`config.mk`:
```
export PLATFORM = sky130hd
export DESIGN_NAME = fetch_queue_flat
export DESIGN_NICKNAME = d
export VERILOG_FILES = /design/src/rtl/fetch_queue_pkg.sv /design/src/rtl/fetch_queue_if.sv /design/src/rtl/fetch_queue_fifo.sv /design/src/rtl/fetch_queue.sv /design/src/flat_wrapper.sv
export SDC_FILE = /design/constraint.sdc
export NUM_CORES = 1
export LEC_CHECK = 0
export ABC_AREA = 0
export CORE_UTILIZATION = 45
export DETAILED_ROUTE_END_ITERATION = 8
export PLACE_DENSITY = 0.68
export SYNTH_ARGS = -nofsm -noshare
export SYNTH_HDL_FRONTEND = slang
export SYNTH_SLANG_ARGS = --single-unit
```
`constraint.sdc`:
```
create_clock -name clk -period 4.4 [get_ports clk]
set_input_delay 0.44 -clock clk [delete_from_list [all_inputs] [get_ports clk]]
set_output_delay 0.44 -clock clk [all_outputs]
set_load 0.02 [all_outputs]
```
`src/rtl/fetch_queue_pkg.sv`:
```
// Shared fetch-side definitions: datapath width, canonical NOP, queue entry layout
// and the word-align helper used wherever an address enters the fetch path.
package fetch_queue_pkg;

    localparam int XLEN = 32;

    // addi x0,x0,0
    localparam logic [XLEN-1:0] RV_NOP = 32'h0000_0013;

    // One buffered fetch: the byte address it was read from and the word returned.
    typedef struct packed {
        logic [XLEN-1:0] pc;
        logic [XLEN-1:0] insn;
    } fetch_entry_t;

    // Byte addresses into the instruction ROM are always word aligned.
    function automatic logic [XLEN-1:0] word_align(input logic [XLEN-1:0] addr);
        return {addr[XLEN-1:2], 2'b00};
    endfunction

endpackage

```
`src/rtl/fetch_queue_if.sv`:
```
// Bundle of the ROM read port and the IF/IF_ID handoff signals of the prefetch queue.
// master = the queue itself, slave = the ROM / pipeline side around it.
interface fetch_queue_if #(
    parameter int DEPTH = 4
);
    logic                     imem_req;
    logic [31:0]              imem_addr;
    logic [31:0]              imem_rdata;
    logic                     IFWrite;
    logic                     Redirect;
    logic [31:0]              JumpAddr;
    logic [31:0]              Instruction_if;
    logic [31:0]              PC;
    logic                     valid_if;
    logic [$clog2(DEPTH):0]   count;

    modport master (
        output imem_req, imem_addr, Instruction_if, PC, valid_if, count,
        input  imem_rdata, IFWrite, Redirect, JumpAddr
    );

    modport slave (
        input  imem_req, imem_addr, Instruction_if, PC, valid_if, count,
        output imem_rdata, IFWrite, Redirect, JumpAddr
    );
endinterface

```
`src/rtl/fetch_queue_fifo.sv`:
```
// Small synchronous FIFO of {PC, instruction} entries with flush.
// The head entry is read combinationally so IF sees it in the same cycle it lands.
module fetch_queue_fifo
    import fetch_queue_pkg::*;
#(
    parameter int DEPTH = 4
) (
    input  logic                   clk,
    input  logic                   reset,
    input  logic                   push,
    input  logic                   pop,
    input  logic                   flush,
    input  fetch_entry_t           wr_entry,
    output fetch_entry_t           head_entry,
    output logic                   head_valid,
    output logic [$clog2(DEPTH):0] count
);
    localparam int AW = $clog2(DEPTH);
    localparam logic [AW:0] FULL = (AW+1)'(DEPTH);

    fetch_entry_t    mem [DEPTH];
    logic [AW-1:0]   head_ptr;
    logic [AW-1:0]   tail_ptr;
    logic            do_push;
    logic            do_pop;

    // A pop on an empty queue is ignored; flush and reset override both.
    assign do_push    = push && !flush && !reset;
    assign do_pop     = pop && head_valid;
    assign head_valid = (count != '0);
    assign head_entry = mem[head_ptr];

    // Entry storage needs no reset: occupancy alone decides what is valid.
    always_ff @(posedge clk) begin
        if (do_push) mem[tail_ptr] <= wr_entry;
    end

    // Pointer and occupancy bookkeeping; simultaneous push/pop leaves count unchanged.
    always_ff @(posedge clk) begin
        if (reset || flush) begin
            head_ptr <= '0;
            tail_ptr <= '0;
            count    <= '0;
        end else begin
            if (do_push) tail_ptr <= tail_ptr + AW'(1);
            if (do_pop)  head_ptr <= head_ptr + AW'(1);
            case ({do_push, do_pop})
                2'b10:   count <= count + (AW+1)'(1);
                2'b01:   count <= count - (AW+1)'(1);
                default: count <= count;
            endcase
        end
    end

    // Issue throttling must keep the queue from ever overflowing.
    always_ff @(posedge clk) begin
        if (!reset) assert (count <= FULL);
    end

endmodule

```
`src/rtl/fetch_queue.sv`:
```
// Instruction prefetch queue: runs sequential ROM reads ahead of decode, buffers
// the results, and restarts cleanly at the target on a Jump/Branch redirect.
module fetch_queue
    import fetch_queue_pkg::*;
#(
    parameter int          DEPTH    = 4,
    parameter logic [31:0] RESET_PC = 32'h0000_0000,
    parameter logic [31:0] NOP_INSN = RV_NOP
) (
    input  logic          clk,
    input  logic          reset,
    fetch_queue_if.master bus
);
    localparam int CW = $clog2(DEPTH) + 1;

    logic [31:0]   fetch_pc;
    logic [31:0]   inflight_addr;
    logic          inflight;
    logic          issue;
    logic          push;
    logic [CW-1:0] fifo_count;
    logic          head_valid;
    fetch_entry_t  head_entry;
    fetch_entry_t  wr_entry;

    // A read is only issued if its data is guaranteed a free slot when it returns.
    assign issue = !reset && !bus.Redirect &&
                   ((fifo_count + CW'(inflight)) < CW'(DEPTH));

    // Data returning in a redirect cycle belongs to the old path and is dropped.
    assign push     = inflight && !bus.Redirect;
    assign wr_entry = '{pc: inflight_addr, insn: bus.imem_rdata};

    // Next sequential fetch address, reloaded on reset or redirect.
    always_ff @(posedge clk) begin
        if (reset)             fetch_pc <= RESET_PC;
        else if (bus.Redirect) fetch_pc <= word_align(bus.JumpAddr);
        else if (issue)        fetch_pc <= fetch_pc + 32'd4;
    end

    // Track the single outstanding ROM read and the address it was issued to.
    always_ff @(posedge clk) begin
        if (reset) inflight <= 1'b0;
        else       inflight <= issue;
        inflight_addr <= fetch_pc;
    end

    fetch_queue_fifo #(
        .DEPTH (DEPTH)
    ) u_fifo (
        .clk        (clk),
        .reset      (reset),
        .push       (push),
        .pop        (bus.IFWrite),
        .flush      (bus.Redirect),
        .wr_entry   (wr_entry),
        .head_entry (head_entry),
        .head_valid (head_valid),
        .count      (fifo_count)
    );

    assign bus.imem_req       = issue;
    assign bus.imem_addr      = fetch_pc;
    assign bus.valid_if       = head_valid;
    assign bus.Instruction_if = head_valid ? head_entry.insn : NOP_INSN;
    assign bus.PC             = head_valid ? head_entry.pc : 32'h0000_0000;
    assign bus.count          = fifo_count;

endmodule
```
`src/flat_wrapper.sv`:
```
// flat-port wrapper written by rule: the top's interface ports become plain ports
module fetch_queue_flat import fetch_queue_pkg::*;
#(
    parameter int          DEPTH    = 4,
    parameter logic [31:0] RESET_PC = 32'h0000_0000,
    parameter logic [31:0] NOP_INSN = RV_NOP
)
  (clk, reset, bus_imem_req, bus_imem_addr, bus_Instruction_if, bus_PC, bus_valid_if, bus_count, bus_imem_rdata, bus_IFWrite, bus_Redirect, bus_JumpAddr);
  fetch_queue_if #(.DEPTH(DEPTH)) bus_i ();
  input  logic clk;
  input  logic reset;
  output wire logic [$bits(bus_i.imem_req)-1:0] bus_imem_req;
  output wire logic [$bits(bus_i.imem_addr)-1:0] bus_imem_addr;
  output wire logic [$bits(bus_i.Instruction_if)-1:0] bus_Instruction_if;
  output wire logic [$bits(bus_i.PC)-1:0] bus_PC;
  output wire logic [$bits(bus_i.valid_if)-1:0] bus_valid_if;
  output wire logic [$bits(bus_i.count)-1:0] bus_count;
  input wire logic [$bits(bus_i.imem_rdata)-1:0] bus_imem_rdata;
  input wire logic [$bits(bus_i.IFWrite)-1:0] bus_IFWrite;
  input wire logic [$bits(bus_i.Redirect)-1:0] bus_Redirect;
  input wire logic [$bits(bus_i.JumpAddr)-1:0] bus_JumpAddr;
  assign bus_imem_req = bus_i.imem_req;
  assign bus_imem_addr = bus_i.imem_addr;
  assign bus_Instruction_if = bus_i.Instruction_if;
  assign bus_PC = bus_i.PC;
  assign bus_valid_if = bus_i.valid_if;
  assign bus_count = bus_i.count;
  assign bus_i.imem_rdata = bus_imem_rdata;
  assign bus_i.IFWrite = bus_IFWrite;
  assign bus_i.Redirect = bus_Redirect;
  assign bus_i.JumpAddr = bus_JumpAddr;
  fetch_queue #(.DEPTH(DEPTH), .RESET_PC(RESET_PC), .NOP_INSN(NOP_INSN)) u_core (.clk(clk), .reset(reset), .bus(bus_i));
endmodule
```
==> impl_metrics.csv <==
group,metric,value,unit
routing,dr_total_vias,6613,
final_layout,n_antenna_cell,0,
grt,grt_max_degree,63,
worst_setup_path,required,3.96,ns
floorplan,core-area,0.0268,mm²
worst_setup_path,cp_cell_sequence,"buf_4, mux4_2, and2_1, clkdlybuf4s50_1",
yosys,syn-cell-area,0.0122,mm²
worst_setup_path,max_stage_delay,0.68,ns
worst_setup_path,crit_family,"buffers and inverters",
worst_setup_path,ff2ff_path_depth,10,
clock_network,clkSinkCount,318,
sta,fin_hold_ws,0.430,ns
worst_setup_path,cp-end-kind,"output port",
worst_setup_path,path_max_fanout,25,
pwr,p_per_area,415,mW/mm²
placement,gp_congestion,0.799,
yosys,yosysTopAreaCell,"edfxtp_1",
grt,grt_use_met3,3.97,%
placement,post-dp-hpwl,14.7,mm
yosys,synth_ff_type,"edfxtp_1",
routing,ant_nets,0,
placement,io_buffers,162,
grt,grt_pass1_vias,6745,
sta,setup-tns-final,0,ns
floorplan,fp-row-count,60,
clock_network,path_clk_slew,0.06,ns
worst_setup_path,rrSetupSlack,1.60,ns
sta,tightest_slew,0.977,ns
sta,fin_crit_sh,75.9,%
worst_setup_path,cp.depth,4,
yosys,avgSynthCellArea,17.6,µm²
clock_network,numCtsBuffers,34,
worst_setup_path,critPathCapture,"bus_PC[3]",
clock_network,cts_tree,"built",
yosys,synthTopCellsByArea,"edfxtp_1 (61%), dfxtp_1 (11%), mux4_2 (11%)",
sta,relSlewSlack,34.9,%
yosys,ys_ff_latch,318,
yosys,async_flop_share,0,%
clock_network,cts_setup_buffers,0,
floorplan,die_w,167,µm
final_layout,fin_util,57.3,%
sta,fmax,300,MHz
yosys,ys_warn_count,0,
clock_network,clk-insertion-delay-late,0.50,ns
grt,grt_overflow,0,
yosys,synthCells,697,
pwr,leakagePower,4.95,nW
grt,antenna_found_initial,0,
sta,maxSlewViolCount,0,
routing,wl_per_cell,19.7,µm
sta,fin_skew,0.0129,ns
yosys,synth_top_cell_area_share,60.8,%
sta,fin_ws,1.06,ns
sta,finalHoldViolations,0,
yosys,ys_top_cells_by_count,"edfxtp_1 (248), dfxtp_1 (70), and2_1 (66), mux4_2 (62), nor2_1 (34)",
clock_network,clockRootBuffer,"clkbuf_16",
grt,grt_use_met1,24.8,%
routing,drt-total-wl,24.5,mm
clock_network,clockBufferDepth,3,
yosys,synth_edf_count,248,
sta,fin_crit,3.34,ns
yosys,yosysSeqAreaShare,72.3,%
routing,drc_errors,0,
pwr,ir_drop,0.232,mV
worst_setup_path,regToRegEndpoint,"u_core.u_fifo.count[2]",
worst_setup_path,crit_buf_inv,2,
worst_setup_path,crit_path_start_kind,"register",
routing,viasPerCell,5.33,
outcome,status,"finished, final reports clean",
clock_network,cts.hold.buffers_added,0,
worst_hold_path,hold_class,"reg2reg",
grt,grt_pass1_wl,38.3,mm
clock_network,htreeDepth,2,
pwr,power,0.00637,W
placement,post-place-ws,1.32,ns
final_layout,fin_nets,949,
worst_setup_path,worstSetupPathType,"reg2out",
worst_setup_path,cp_slowest_cell,"dfxtp_4",
worst_setup_path,rr_startpoint,"u_core.u_fifo.count[2]",
floorplan,io_pins,169,
yosys,synth_cell_type_count,46,
grt,grtUsageMet2,29.1,%
grt,track_usage,18.0,%
sta,rsz0062_at_grt,"no",
grt,grt.busiest_layer,"met2",
floorplan,die_area,0.0279,mm²
sta,setup-violations-final,0,
worst_setup_path,cp.arrival,2.90,ns
routing,drt_iter0_markers,421,
floorplan,initial_utilization,45.7,%
routing,drt_first_pass_iters,5,
final_layout,drive_above_1_share,16.1,%
clock_network,cts_resized,0,
job,drv_cap,0,
floorplan,die_h,167,µm
final_layout,area_delta_synth_final,25.4,%
yosys,yosysMostFrequentCell,"edfxtp_1",
==> metal layers <==
metal	wire length [µm]	share of wire (%)
met5	0	0
met4	397	1.6
met3	1560	6.4
met2	11700	48
met1	10800	44
==> flip-flops by register name, summed over array words and instances, names as in the netlist, named ones only <==
| signal | cells |
|---|---|
| u_core.u_fifo.head_ptr | 2 |
| u_core.u_fifo.tail_ptr | 2 |
| u_core.bus.imem_addr | 30 |
| u_core.u_fifo.mem | 248 |
| u_core.inflight | 1 |
| u_core.inflight_addr | 30 |
| u_core.u_fifo.count | 3 |
==> worst register-to-register path, delay by kind of cell, from the launching register on <==
family / cells / cell delay [ns]
compound gates: 1 / 0.14
simple gates: 3 / 0.68
flops: 1 / 0.52
fa+ha+maj: 2 / 0.61
buf+inv: 3 / 0.63
xor+xnor: 1 / 0.16
==> area by class of cell <==
type / count / area [µm²]
clock buffers: 47 / 973
inverters: 13 / 48.8
well taps: 341 / 427
fillers: 2064 / 11400
clock inverters: 15 / 120
repair buffers: 175 / 1730
flip-flops and latches: 318 / 8860
multi-input cells: 332 / 3200
==> metrics by stage <==
| stage | instances | instance area (µm²) |
|---|---|---|
| after CTS | 1241 | 15400 |
| after floorplan | 700 | 12300 |
| after detailed placement | 1179 | 14300 |
| final | 1241 | 15400 |
| after global routing | 1241 | 15400 |
| after global placement | 1179 | 14300 |
==> how the worst min path moves through the flow <==
| stage | cells after the start | slack, ns | end | from |
|---|---|---|---|---|
| floorplan | 0 | 0.44 | u_core.u_fifo.mem[0][34] | u_core.inflight_addr[2] |
| global placement | 0 | 0.40 | u_core.inflight_addr[23] | u_core.bus.imem_addr[23] |
| detailed placement | 0 | 0.42 | u_core.inflight_addr[7] | u_core.bus.imem_addr[7] |
| CTS | 0 | 0.43 | u_core.inflight_addr[7] | u_core.bus.imem_addr[7] |
| global route | 0 | 0.44 | u_core.inflight_addr[22] | u_core.bus.imem_addr[22] |
| finish | 0 | 0.43 | u_core.inflight_addr[7] | u_core.bus.imem_addr[7] |
==> cell families after synthesis <==
family	count (synthesis)	synth area share (%)
flip-flops	318	72.3
XOR/XNOR	30	2.27
buffers and inverters	50	1.83
other	1	0.0306
multiplexers	63	11.5
adder cells (fa/ha/maj)	7	0.777
AND/OR/NAND/NOR	182	8.77
AO/OA/AOI/OAI	46	2.59
==> power by group <==
part | total [W] | internal, W | switching (W)
sequential | 0.00336 | 0.00329 | 0.0000660
clock | 0.00276 | 0.00167 | 0.00110
combinational | 0.000256 | 0.000136 | 0.000120
total | 0.00637 | 0.00509 | 0.00128
==> cells in the final DEF, fill, tap and decap left out, types with 2 or more instances in the layout <==
cell type,instances
and2_1,66
nand2_1,21
nand3_1,10
clkinv_2,6
mux4_2,62
dfxtp_4,2
a21oi_1,5
or3_1,5
or2_2,4
clkbuf_1,9
o21ai_0,6
o22ai_1,5
nor3_1,6
nand4_1,14
a31oi_1,7
edfxtp_1,248
clkinv_1,7
bufinv_16,2
buf_4,12
xor2_1,18
nand4_4,3
xnor2_1,10
a311oi_1,6
and3_4,5
nor4_1,3
inv_1,11
and3_1,3
clkbuf_16,37
ha_1,6
clkdlybuf4s50_1,162
nor2_1,34
conb_1,4
dfxtp_1,68
and4_1,2
a211oi_1,13
Power figures use the tool's default switching activity.
